[config.mk]
export PLATFORM = sky130hd
export DESIGN_NAME = b_ram_scheduler_flat
export DESIGN_NICKNAME = d
export VERILOG_FILES = /design/src/rtl/b_sched_pkg.sv /design/src/rtl/b_ram_scheduler_if.sv /design/src/rtl/b_burst_seq.sv /design/src/rtl/b_ram_scheduler.sv /design/src/flat_wrapper.sv
export SDC_FILE = /design/constraint.sdc
export NUM_CORES = 1
export LEC_CHECK = 0
export CORE_ASPECT_RATIO = 1.2
export CORE_MARGIN = 2
export CORE_UTILIZATION = 25
export DETAILED_ROUTE_END_ITERATION = 8
export PLACE_DENSITY = 0.5
export SLEW_MARGIN = 0
export SYNTH_ARGS = -nofsm -noshare
export SYNTH_HDL_FRONTEND = slang
export SYNTH_SLANG_ARGS = --single-unit
[constraint.sdc]
create_clock -name clk -period 8.2 [get_ports clk]
set_clock_uncertainty 0.15 [all_clocks]
set_input_delay 1.64 -clock clk [delete_from_list [all_inputs] [get_ports clk]]
set_output_delay 1.64 -clock clk [all_outputs]
set_load 0.005 [all_outputs]
[src/rtl/b_sched_pkg.sv]
// Shared constants, burst-length helpers and FSM state type for the B RAM scheduler.
package b_sched_pkg;

  localparam int unsigned MAX_LAYER  = 8;
  localparam int unsigned WIDE_LAYER = 6;
  localparam int unsigned LAYER_W    = 5;

  typedef enum logic {IDLE, BURST} burst_state_e;

  // Layers above WIDE_LAYER double their beat count per extra layer.
  function automatic int unsigned beats(logic [LAYER_W-1:0] layer);
    if (32'(layer) <= WIDE_LAYER) return 32'd1;
    return 32'd1 << (32'(layer) - WIDE_LAYER);
  endfunction

  function automatic logic legal(logic [LAYER_W-1:0] layer);
    return (layer != '0) && (32'(layer) <= MAX_LAYER);
  endfunction

endpackage

[src/rtl/b_ram_scheduler_if.sv]
// Request/ack handshakes and RAM drive signals of the B RAM scheduler.
interface b_ram_scheduler_if #(
  parameter int unsigned ADDR_W = 9,
  parameter int unsigned CNT_W  = 6
);
  import b_sched_pkg::*;

  logic               wr_req;
  logic [LAYER_W-1:0] wr_layer;
  logic [ADDR_W-1:0]  wr_node;
  logic               wr_ack;
  logic               wr_beat;
  logic               wr_done;
  logic               rd_req;
  logic [LAYER_W-1:0] rd_layer;
  logic [ADDR_W-1:0]  rd_node;
  logic               rd_ack;
  logic               rd_valid;
  logic               rd_last;
  logic               req_err;
  logic               w_en;
  logic               r_en;
  logic [LAYER_W-1:0] layer_w;
  logic [LAYER_W-1:0] layer_r;
  logic [ADDR_W-1:0]  w_address;
  logic [ADDR_W-1:0]  r_address;
  logic [CNT_W-1:0]   cnta;
  logic [CNT_W-1:0]   cntb;

  modport master (
    output wr_req, wr_layer, wr_node, rd_req, rd_layer, rd_node,
    input  wr_ack, wr_beat, wr_done, rd_ack, rd_valid, rd_last, req_err,
    input  w_en, r_en, layer_w, layer_r, w_address, r_address, cnta, cntb
  );

  modport slave (
    input  wr_req, wr_layer, wr_node, rd_req, rd_layer, rd_node,
    output wr_ack, wr_beat, wr_done, rd_ack, rd_valid, rd_last, req_err,
    output w_en, r_en, layer_w, layer_r, w_address, r_address, cnta, cntb
  );

endinterface

[src/rtl/b_burst_seq.sv]
// Generic request -> multi-beat burst sequencer; one instance per RAM port.
module b_burst_seq
  import b_sched_pkg::*;
#(
  parameter int unsigned ADDR_W = 9,
  parameter int unsigned CNT_W  = 6
) (
  input  logic               clk,
  input  logic               rst_n,
  input  logic               allow_i,
  input  logic               req_i,
  input  logic [LAYER_W-1:0] layer_i,
  input  logic [ADDR_W-1:0]  node_i,
  output logic               take_o,
  output logic               ack_o,
  output logic               en_o,
  output logic               done_o,
  output logic [LAYER_W-1:0] layer_o,
  output logic [ADDR_W-1:0]  addr_o,
  output logic [CNT_W-1:0]   cnt_o
);

  burst_state_e       state_q, state_d;
  logic               ack_q, ack_d;
  logic               pend_q, pend_d;
  logic               done_q, done_d;
  logic [LAYER_W-1:0] lat_layer_q, lat_layer_d;
  logic [ADDR_W-1:0]  lat_node_q, lat_node_d;
  logic [LAYER_W-1:0] layer_q, layer_d;
  logic [ADDR_W-1:0]  addr_q, addr_d;
  logic [CNT_W-1:0]   cnt_q, cnt_d;
  logic               take;

  always_comb begin
    state_d     = IDLE;
    done_d      = 1'b0;
    layer_d     = '0;
    addr_d      = '0;
    cnt_d       = '0;
    ack_d       = 1'b0;
    pend_d      = 1'b0;
    lat_layer_d = lat_layer_q;
    lat_node_d  = lat_node_q;
    take        = 1'b0;

    if (pend_q) begin
      state_d = BURST;
      layer_d = lat_layer_q;
      addr_d  = lat_node_q;
      done_d  = (beats(lat_layer_q) == 32'd1);
    end else if (state_q == BURST && !done_q) begin
      state_d = BURST;
      layer_d = layer_q;
      addr_d  = addr_q;
      cnt_d   = cnt_q + CNT_W'(1);
      done_d  = (32'(cnt_q) + 32'd2 == beats(layer_q));
    end

    // A new request may be acked while the final beat goes out, so bursts chain without a gap.
    // ack_q high means the requester is still presenting the request just accepted.
    take = req_i && !ack_q && allow_i && (state_d == IDLE || done_d);
    if (take) begin
      ack_d = 1'b1;
      if (legal(layer_i)) begin
        pend_d      = 1'b1;
        lat_layer_d = layer_i;
        lat_node_d  = node_i;
      end
    end
  end

  always_ff @(posedge clk or negedge rst_n) begin
    if (!rst_n) begin
      state_q     <= IDLE;
      ack_q       <= 1'b0;
      pend_q      <= 1'b0;
      done_q      <= 1'b0;
      lat_layer_q <= '0;
      lat_node_q  <= '0;
      layer_q     <= '0;
      addr_q      <= '0;
      cnt_q       <= '0;
    end else begin
      state_q     <= state_d;
      ack_q       <= ack_d;
      pend_q      <= pend_d;
      done_q      <= done_d;
      lat_layer_q <= lat_layer_d;
      lat_node_q  <= lat_node_d;
      layer_q     <= layer_d;
      addr_q      <= addr_d;
      cnt_q       <= cnt_d;
    end
  end

  assign take_o  = take;
  assign ack_o   = ack_q;
  assign en_o    = (state_q == BURST);
  assign done_o  = done_q;
  assign layer_o = layer_q;
  assign addr_o  = addr_q;
  assign cnt_o   = cnt_q;

endmodule

[src/rtl/b_ram_scheduler.sv]
// B RAM scheduler: write and read burst sequencers with a read-after-write hazard guard.
module b_ram_scheduler
  import b_sched_pkg::*;
#(
  parameter int unsigned ADDR_W = 9,
  parameter int unsigned CNT_W  = 6
) (
  input logic               clk,
  input logic               rst_n,
  b_ram_scheduler_if.slave  bus
);

  logic               wr_take, rd_take, rd_allow, rd_done;
  logic               wr_new, hz_retire, hit_new, hit_held;
  logic               hz_q, pend_q;
  logic [LAYER_W-1:0] hz_layer_q;
  logic [ADDR_W-1:0]  hz_node_q;
  logic               req_err_q, rd_valid_q, rd_last_q;

  assign wr_new    = wr_take && legal(bus.wr_layer);
  // The held write stops blocking on its last beat unless a newer write was acked meanwhile.
  assign hz_retire = bus.wr_done && !pend_q;
  assign hit_new   = wr_new && (bus.rd_layer == bus.wr_layer) && (bus.rd_node == bus.wr_node);
  assign hit_held  = hz_q && !hz_retire && (bus.rd_layer == hz_layer_q) &&
                     (bus.rd_node == hz_node_q);
  assign rd_allow  = !(hit_new || hit_held);

  b_burst_seq #(
    .ADDR_W (ADDR_W),
    .CNT_W  (CNT_W)
  ) u_wr_seq (
    .clk     (clk),
    .rst_n   (rst_n),
    .allow_i (1'b1),
    .req_i   (bus.wr_req),
    .layer_i (bus.wr_layer),
    .node_i  (bus.wr_node),
    .take_o  (wr_take),
    .ack_o   (bus.wr_ack),
    .en_o    (bus.w_en),
    .done_o  (bus.wr_done),
    .layer_o (bus.layer_w),
    .addr_o  (bus.w_address),
    .cnt_o   (bus.cnta)
  );

  b_burst_seq #(
    .ADDR_W (ADDR_W),
    .CNT_W  (CNT_W)
  ) u_rd_seq (
    .clk     (clk),
    .rst_n   (rst_n),
    .allow_i (rd_allow),
    .req_i   (bus.rd_req),
    .layer_i (bus.rd_layer),
    .node_i  (bus.rd_node),
    .take_o  (rd_take),
    .ack_o   (bus.rd_ack),
    .en_o    (bus.r_en),
    .done_o  (rd_done),
    .layer_o (bus.layer_r),
    .addr_o  (bus.r_address),
    .cnt_o   (bus.cntb)
  );

  always_ff @(posedge clk or negedge rst_n) begin
    if (!rst_n) begin
      hz_q       <= 1'b0;
      hz_layer_q <= '0;
      hz_node_q  <= '0;
      pend_q     <= 1'b0;
      req_err_q  <= 1'b0;
      rd_valid_q <= 1'b0;
      rd_last_q  <= 1'b0;
    end else begin
      if (wr_new) begin
        hz_q       <= 1'b1;
        hz_layer_q <= bus.wr_layer;
        hz_node_q  <= bus.wr_node;
      end else if (hz_retire) begin
        hz_q <= 1'b0;
      end
      pend_q     <= wr_new;
      req_err_q  <= (wr_take && !legal(bus.wr_layer)) || (rd_take && !legal(bus.rd_layer));
      rd_valid_q <= bus.r_en;
      rd_last_q  <= bus.r_en && rd_done;
    end
  end

  assign bus.wr_beat  = bus.w_en;
  assign bus.req_err  = req_err_q;
  assign bus.rd_valid = rd_valid_q;
  assign bus.rd_last  = rd_last_q;

endmodule

[src/flat_wrapper.sv]
// flat-port wrapper written by rule: the top's interface ports become plain ports
module b_ram_scheduler_flat import b_sched_pkg::*;
#(
  parameter int unsigned ADDR_W = 9,
  parameter int unsigned CNT_W  = 6
)
  (clk, rst_n, bus_wr_req, bus_wr_layer, bus_wr_node, bus_rd_req, bus_rd_layer, bus_rd_node, bus_wr_ack, bus_wr_beat, bus_wr_done, bus_rd_ack, bus_rd_valid, bus_rd_last, bus_req_err, bus_w_en, bus_r_en, bus_layer_w, bus_layer_r, bus_w_address, bus_r_address, bus_cnta, bus_cntb);
  b_ram_scheduler_if #(.ADDR_W(ADDR_W), .CNT_W(CNT_W)) bus_i ();
  input logic clk;
  input logic rst_n;
  input wire logic [$bits(bus_i.wr_req)-1:0] bus_wr_req;
  input wire logic [$bits(bus_i.wr_layer)-1:0] bus_wr_layer;
  input wire logic [$bits(bus_i.wr_node)-1:0] bus_wr_node;
  input wire logic [$bits(bus_i.rd_req)-1:0] bus_rd_req;
  input wire logic [$bits(bus_i.rd_layer)-1:0] bus_rd_layer;
  input wire logic [$bits(bus_i.rd_node)-1:0] bus_rd_node;
  output wire logic [$bits(bus_i.wr_ack)-1:0] bus_wr_ack;
  output wire logic [$bits(bus_i.wr_beat)-1:0] bus_wr_beat;
  output wire logic [$bits(bus_i.wr_done)-1:0] bus_wr_done;
  output wire logic [$bits(bus_i.rd_ack)-1:0] bus_rd_ack;
  output wire logic [$bits(bus_i.rd_valid)-1:0] bus_rd_valid;
  output wire logic [$bits(bus_i.rd_last)-1:0] bus_rd_last;
  output wire logic [$bits(bus_i.req_err)-1:0] bus_req_err;
  output wire logic [$bits(bus_i.w_en)-1:0] bus_w_en;
  output wire logic [$bits(bus_i.r_en)-1:0] bus_r_en;
  output wire logic [$bits(bus_i.layer_w)-1:0] bus_layer_w;
  output wire logic [$bits(bus_i.layer_r)-1:0] bus_layer_r;
  output wire logic [$bits(bus_i.w_address)-1:0] bus_w_address;
  output wire logic [$bits(bus_i.r_address)-1:0] bus_r_address;
  output wire logic [$bits(bus_i.cnta)-1:0] bus_cnta;
  output wire logic [$bits(bus_i.cntb)-1:0] bus_cntb;
  assign bus_i.wr_req = bus_wr_req;
  assign bus_i.wr_layer = bus_wr_layer;
  assign bus_i.wr_node = bus_wr_node;
  assign bus_i.rd_req = bus_rd_req;
  assign bus_i.rd_layer = bus_rd_layer;
  assign bus_i.rd_node = bus_rd_node;
  assign bus_wr_ack = bus_i.wr_ack;
  assign bus_wr_beat = bus_i.wr_beat;
  assign bus_wr_done = bus_i.wr_done;
  assign bus_rd_ack = bus_i.rd_ack;
  assign bus_rd_valid = bus_i.rd_valid;
  assign bus_rd_last = bus_i.rd_last;
  assign bus_req_err = bus_i.req_err;
  assign bus_w_en = bus_i.w_en;
  assign bus_r_en = bus_i.r_en;
  assign bus_layer_w = bus_i.layer_w;
  assign bus_layer_r = bus_i.layer_r;
  assign bus_w_address = bus_i.w_address;
  assign bus_r_address = bus_i.r_address;
  assign bus_cnta = bus_i.cnta;
  assign bus_cntb = bus_i.cntb;
  b_ram_scheduler #(.ADDR_W(ADDR_W), .CNT_W(CNT_W)) u_core (.clk(clk), .rst_n(rst_n), .bus(bus_i));
endmodule
==> flow_summary.yaml <==
run_status:
  status: "complete, no violations"
placed_design:
  port_buffers: 80
  place_hpwl_mm: 8.58
  dp_cells: 677
  gp_congestion: 0.803
pwr:
  p_comb_share_pct: 32.4
  p_leak_nw: 2.35
  switching_share_pct: 32.8
  clockPowerShare_pct: 27.2
  p_int_w: 0.00108
  seq_power_share_pct: 40.4
  max-vdd-ir-drop_v: 0.000112
  switchingPower_w: 0.000527
  cellPowerDensity_nw_per_um2: 281
  power_w: 0.00161
clocking:
  cts_tree: "built"
  clkTransAtPathRegs_ps: 60
  numCtsBuffers: 9
  htree_levels: 3
  clock_latency_ps: 340
  clockRootBuffer: "clkbuf_16"
  cts.sinks: 80
  cts.repair.resized: 0
  postCtsSetupBuffers: 0
  clockBufferDepth: 2
  cts_hold_buf: 0
die:
  initial_core_util_pct: 25.4
  dieArea_um2: 18800
  io_pins: 81
  dieWidth_um: 126
  num_rows: 53
  die_y_um: 150
  coreArea_um2: 17400
sta:
  layout_min_cycle_time_ps: 4240
  rsz0062_at_grt: "false"
  hold_viol: 0
  fin_crit_sh_pct: 51.7
  finalSetupViolCount: 0
  whs_ps: 267
  relSlewSlack_pct: 30.8
  worstMarginPinSlew_ps: 1040
  fmax_mhz: 236
  slew_viol_final: 0
  finalSetupTns_ps: 0
synthesis:
  synth-xor-area-share_pct: 10.1
  synthAdderAreaFrac_pct: 2.26
  synth-main-ff-cell: "dfrtp_1"
  netlist_area_um2: 4430
  synth_nets: 438
  async_reset_ff_share_pct: 100
  ys_types: 67
  yosysSeqAreaShare_pct: 45.2
  syn_inst: 398
  yosys-mux-area-fraction_pct: 7.54
  ys_warn_count: 0
  yosys_register_bits: 80
  avgSynthCellArea_um2: 11.1
  synth_compound_area_share_pct: 14.7
  synth_top_family_by_area: "simple AND/OR/NAND/NOR gates"
  synth_edf_count: 0
  yosys.area_share.simple_pct: 16.6
route:
  ant_nets: 0
  via_count: 3298
  wl_per_cell_um: 16.2
  routed_wl_mm: 11.2
  drc: 0
  first_pass_iters: 5
  drtIter0Drc: 203
  avgViaCountPerCell: 4.76
grt:
  grtUsageTotal_pct: 12.3
  grt_first_pass_wirelength_mm: 18.2
  antenna_found_initial: 0
  grt_pass1_vias: 3358
  grt_max_degree: 81
  grt.overflow.total: 0
run:
  max_cap_viol_count: 0
critical_path:
  startpoint: "bus_wr_layer[1]"
  r2r_slack_ps: 4580
  rr_worst_depth: 9
  cp.arrival_ps: 4300
  critPathMaxFanout: 15
  path_class: "input port to flip-flop"
  startpoint_type: "input port"
  r2r-end: "u_core.u_rd_seq.lat_node_q[4]"
  r2r_start: "u_core.u_wr_seq.layer_o[2]"
  required_ps: 8270
  cp-end-kind: "flip-flop"
hold_path:
  whs_endpoint: "u_core.bus.rd_valid"
  hp-class: "flip-flop to flip-flop"
  min_delay_path_depth: 0
  holdCritStartpoint: "u_core.u_rd_seq.en_o"
cells_and_area:
  multi_input_comb_area_um2: 2270
  fillers: 1752
  fin_cells: 693
  antennaDiodeCount: 0
  drive_gt1_share_pct: 11.8
  syn_to_final_growth_pct: 28.9
  layout.nets: 508
  register_area_um2: 2000
cells by family (layout without fill, tap and decap cells):
logic type               Yosys count  count (layout)
AND/OR/NAND/NOR                  119             119
AO/OA/AOI/OAI                     83              83
flip-flops                        80              80
XOR/XNOR                          51              51
buffers and inverters             30             105
multiplexers                      27              27
adder cells (fa/ha/maj)            8               8
per-stage QoR:
| stage | worst slack (ps) | util (%) | area, µm² |
|---|---|---|---|
| after floorplan | 4450 | - | 4430 |
| after global placement | 3600 | 30.8 | 5380 |
| after detailed placement | 3560 | 30.8 | 5380 |
| after CTS | 3930 | 32.7 | 5710 |
| after global routing | 3780 | 32.7 | 5710 |
| final | 3960 | 32.7 | 5710 |
flip-flops by register name, summed over array words and instances, names as in the netlist:
register / cells
u_core.u_rd_seq.layer_o: 5
u_core.u_wr_seq.lat_layer_q: 5
u_core.u_rd_seq.cnt_o: 6
u_core.u_wr_seq.en_o: 1
u_core.u_rd_seq.addr_o: 9
u_core.u_rd_seq.pend_q: 1
u_core.u_wr_seq.addr_o: 9
u_core.u_rd_seq.ack_o: 1
u_core.pend_q: 1
u_core.u_wr_seq.ack_o: 1
u_core.u_rd_seq.lat_layer_q: 5
u_core.bus.rd_valid: 1
u_core.u_wr_seq.done_o: 1
u_core.bus.req_err: 1
u_core.hz_q: 1
u_core.u_rd_seq.lat_node_q: 9
u_core.u_wr_seq.layer_o: 5
u_core.u_rd_seq.en_o: 1
u_core.u_wr_seq.cnt_o: 6
u_core.bus.rd_last: 1
u_core.u_wr_seq.lat_node_q: 9
u_core.u_rd_seq.done_o: 1
Yosys cell counts, types with 3 or more instances:
library cell	count	area, µm²
dfrtp_1	80	2000
xnor2_1	28	245
a22o_1	27	236
xor2_1	23	201
nor2_1	20	75.1
mux2_2	19	214
nand2_1	15	56.3
nand3_1	13	65.1
a21oi_1	12	60.1
clkbuf_1	11	41.3
ha_1	8	100
inv_1	8	30.0
mux2_4	8	120
nand4_1	8	50.1
nor3b_1	8	60.1
and2_1	7	43.8
nand2b_1	7	43.8
nand3b_1	6	45.0
o21ai_0	6	30.0
buf_2	5	25.0
nor3_1	5	25.0
nor4b_1	4	35.0
a21o_1	3	22.5
buf_4	3	22.5
nor2b_1	3	18.8
nor4_1	3	18.8
o2111ai_1	3	26.3
layout by cell type, fill, tap and decap left out, types with 4 or more instances in the layout:
cell type	synthesis	layout
ha_1	8	8
nor3b_1	8	8
a21oi_1	12	12
nand3b_1	6	6
nand4_1	8	8
and2_1	7	7
nand3_1	13	13
a22o_1	27	27
xor2_1	23	23
dfrtp_1	80	80
clkbuf_16	0	9
nor2_1	20	20
nor3_1	5	5
nor4b_1	4	4
nand2_1	15	15
mux2_2	19	19
clkdlybuf4s50_1	0	79
nand2b_1	7	7
xnor2_1	28	28
inv_1	8	8
o21ai_0	6	6
mux2_4	8	8
critical path, stage by stage:
cell	delay, ps
clkdlybuf4s50_1	490
nor3_1	250
xor2_1	100
nor2_1	130
nand3b_1	170
or4_1	630
o21ai_4	500
mux2_2	400
how the worst max path moves through the flow:
stage | cells after the start | slack, ps | to
2_1_floorplan | 8 | 4450 | u_core.u_rd_seq.lat_layer_q[0]
3_3_place_gp | 7 | 3600 | u_core.u_rd_seq.lat_node_q[0]
3_5_place_dp | 7 | 3560 | u_core.u_rd_seq.lat_node_q[1]
4_1_cts | 7 | 3930 | u_core.u_rd_seq.lat_node_q[4]
5_1_grt | 9 | 3780 | u_core.u_rd_seq.lat_node_q[4]
6_report | 8 | 3960 | u_core.u_rd_seq.lat_node_q[4]
metal layers:
| metal | share of wire (%) | GRT usage (%) | wire length (µm) |
|---|---|---|---|
| met1 | 43 | 15.5 | 4850 |
| met2 | 50 | 21.1 | 5640 |
| met3 | 5.1 | 2.86 | 573 |
| met4 | 1.5 | 3.89 | 172 |
| met5 | 0 | 0 | 0 |
power by group through the flow:
stage          combinational, W  sequential, W  clock, W
2_1_floorplan          0.000354       0.000603         0
4_1_cts                0.000531       0.000650  0.000451
5_1_grt                0.000576       0.000672  0.000465
3_3_place_gp           0.000518       0.000653         0
6_report               0.000520       0.000649  0.000437
3_5_place_dp           0.000528       0.000658         0
layout make-up:
cell class | count | area share (%)
multi-input combinational | 288 | 39.7
sequential | 80 | 35.1
timing repair buffer | 81 | 14.1
tap | 220 | 4.82
clock buffer | 10 | 4.18
clock inverter | 6 | 1.62
inverter | 8 | 0.526
(Power assumes the default switching activity.)
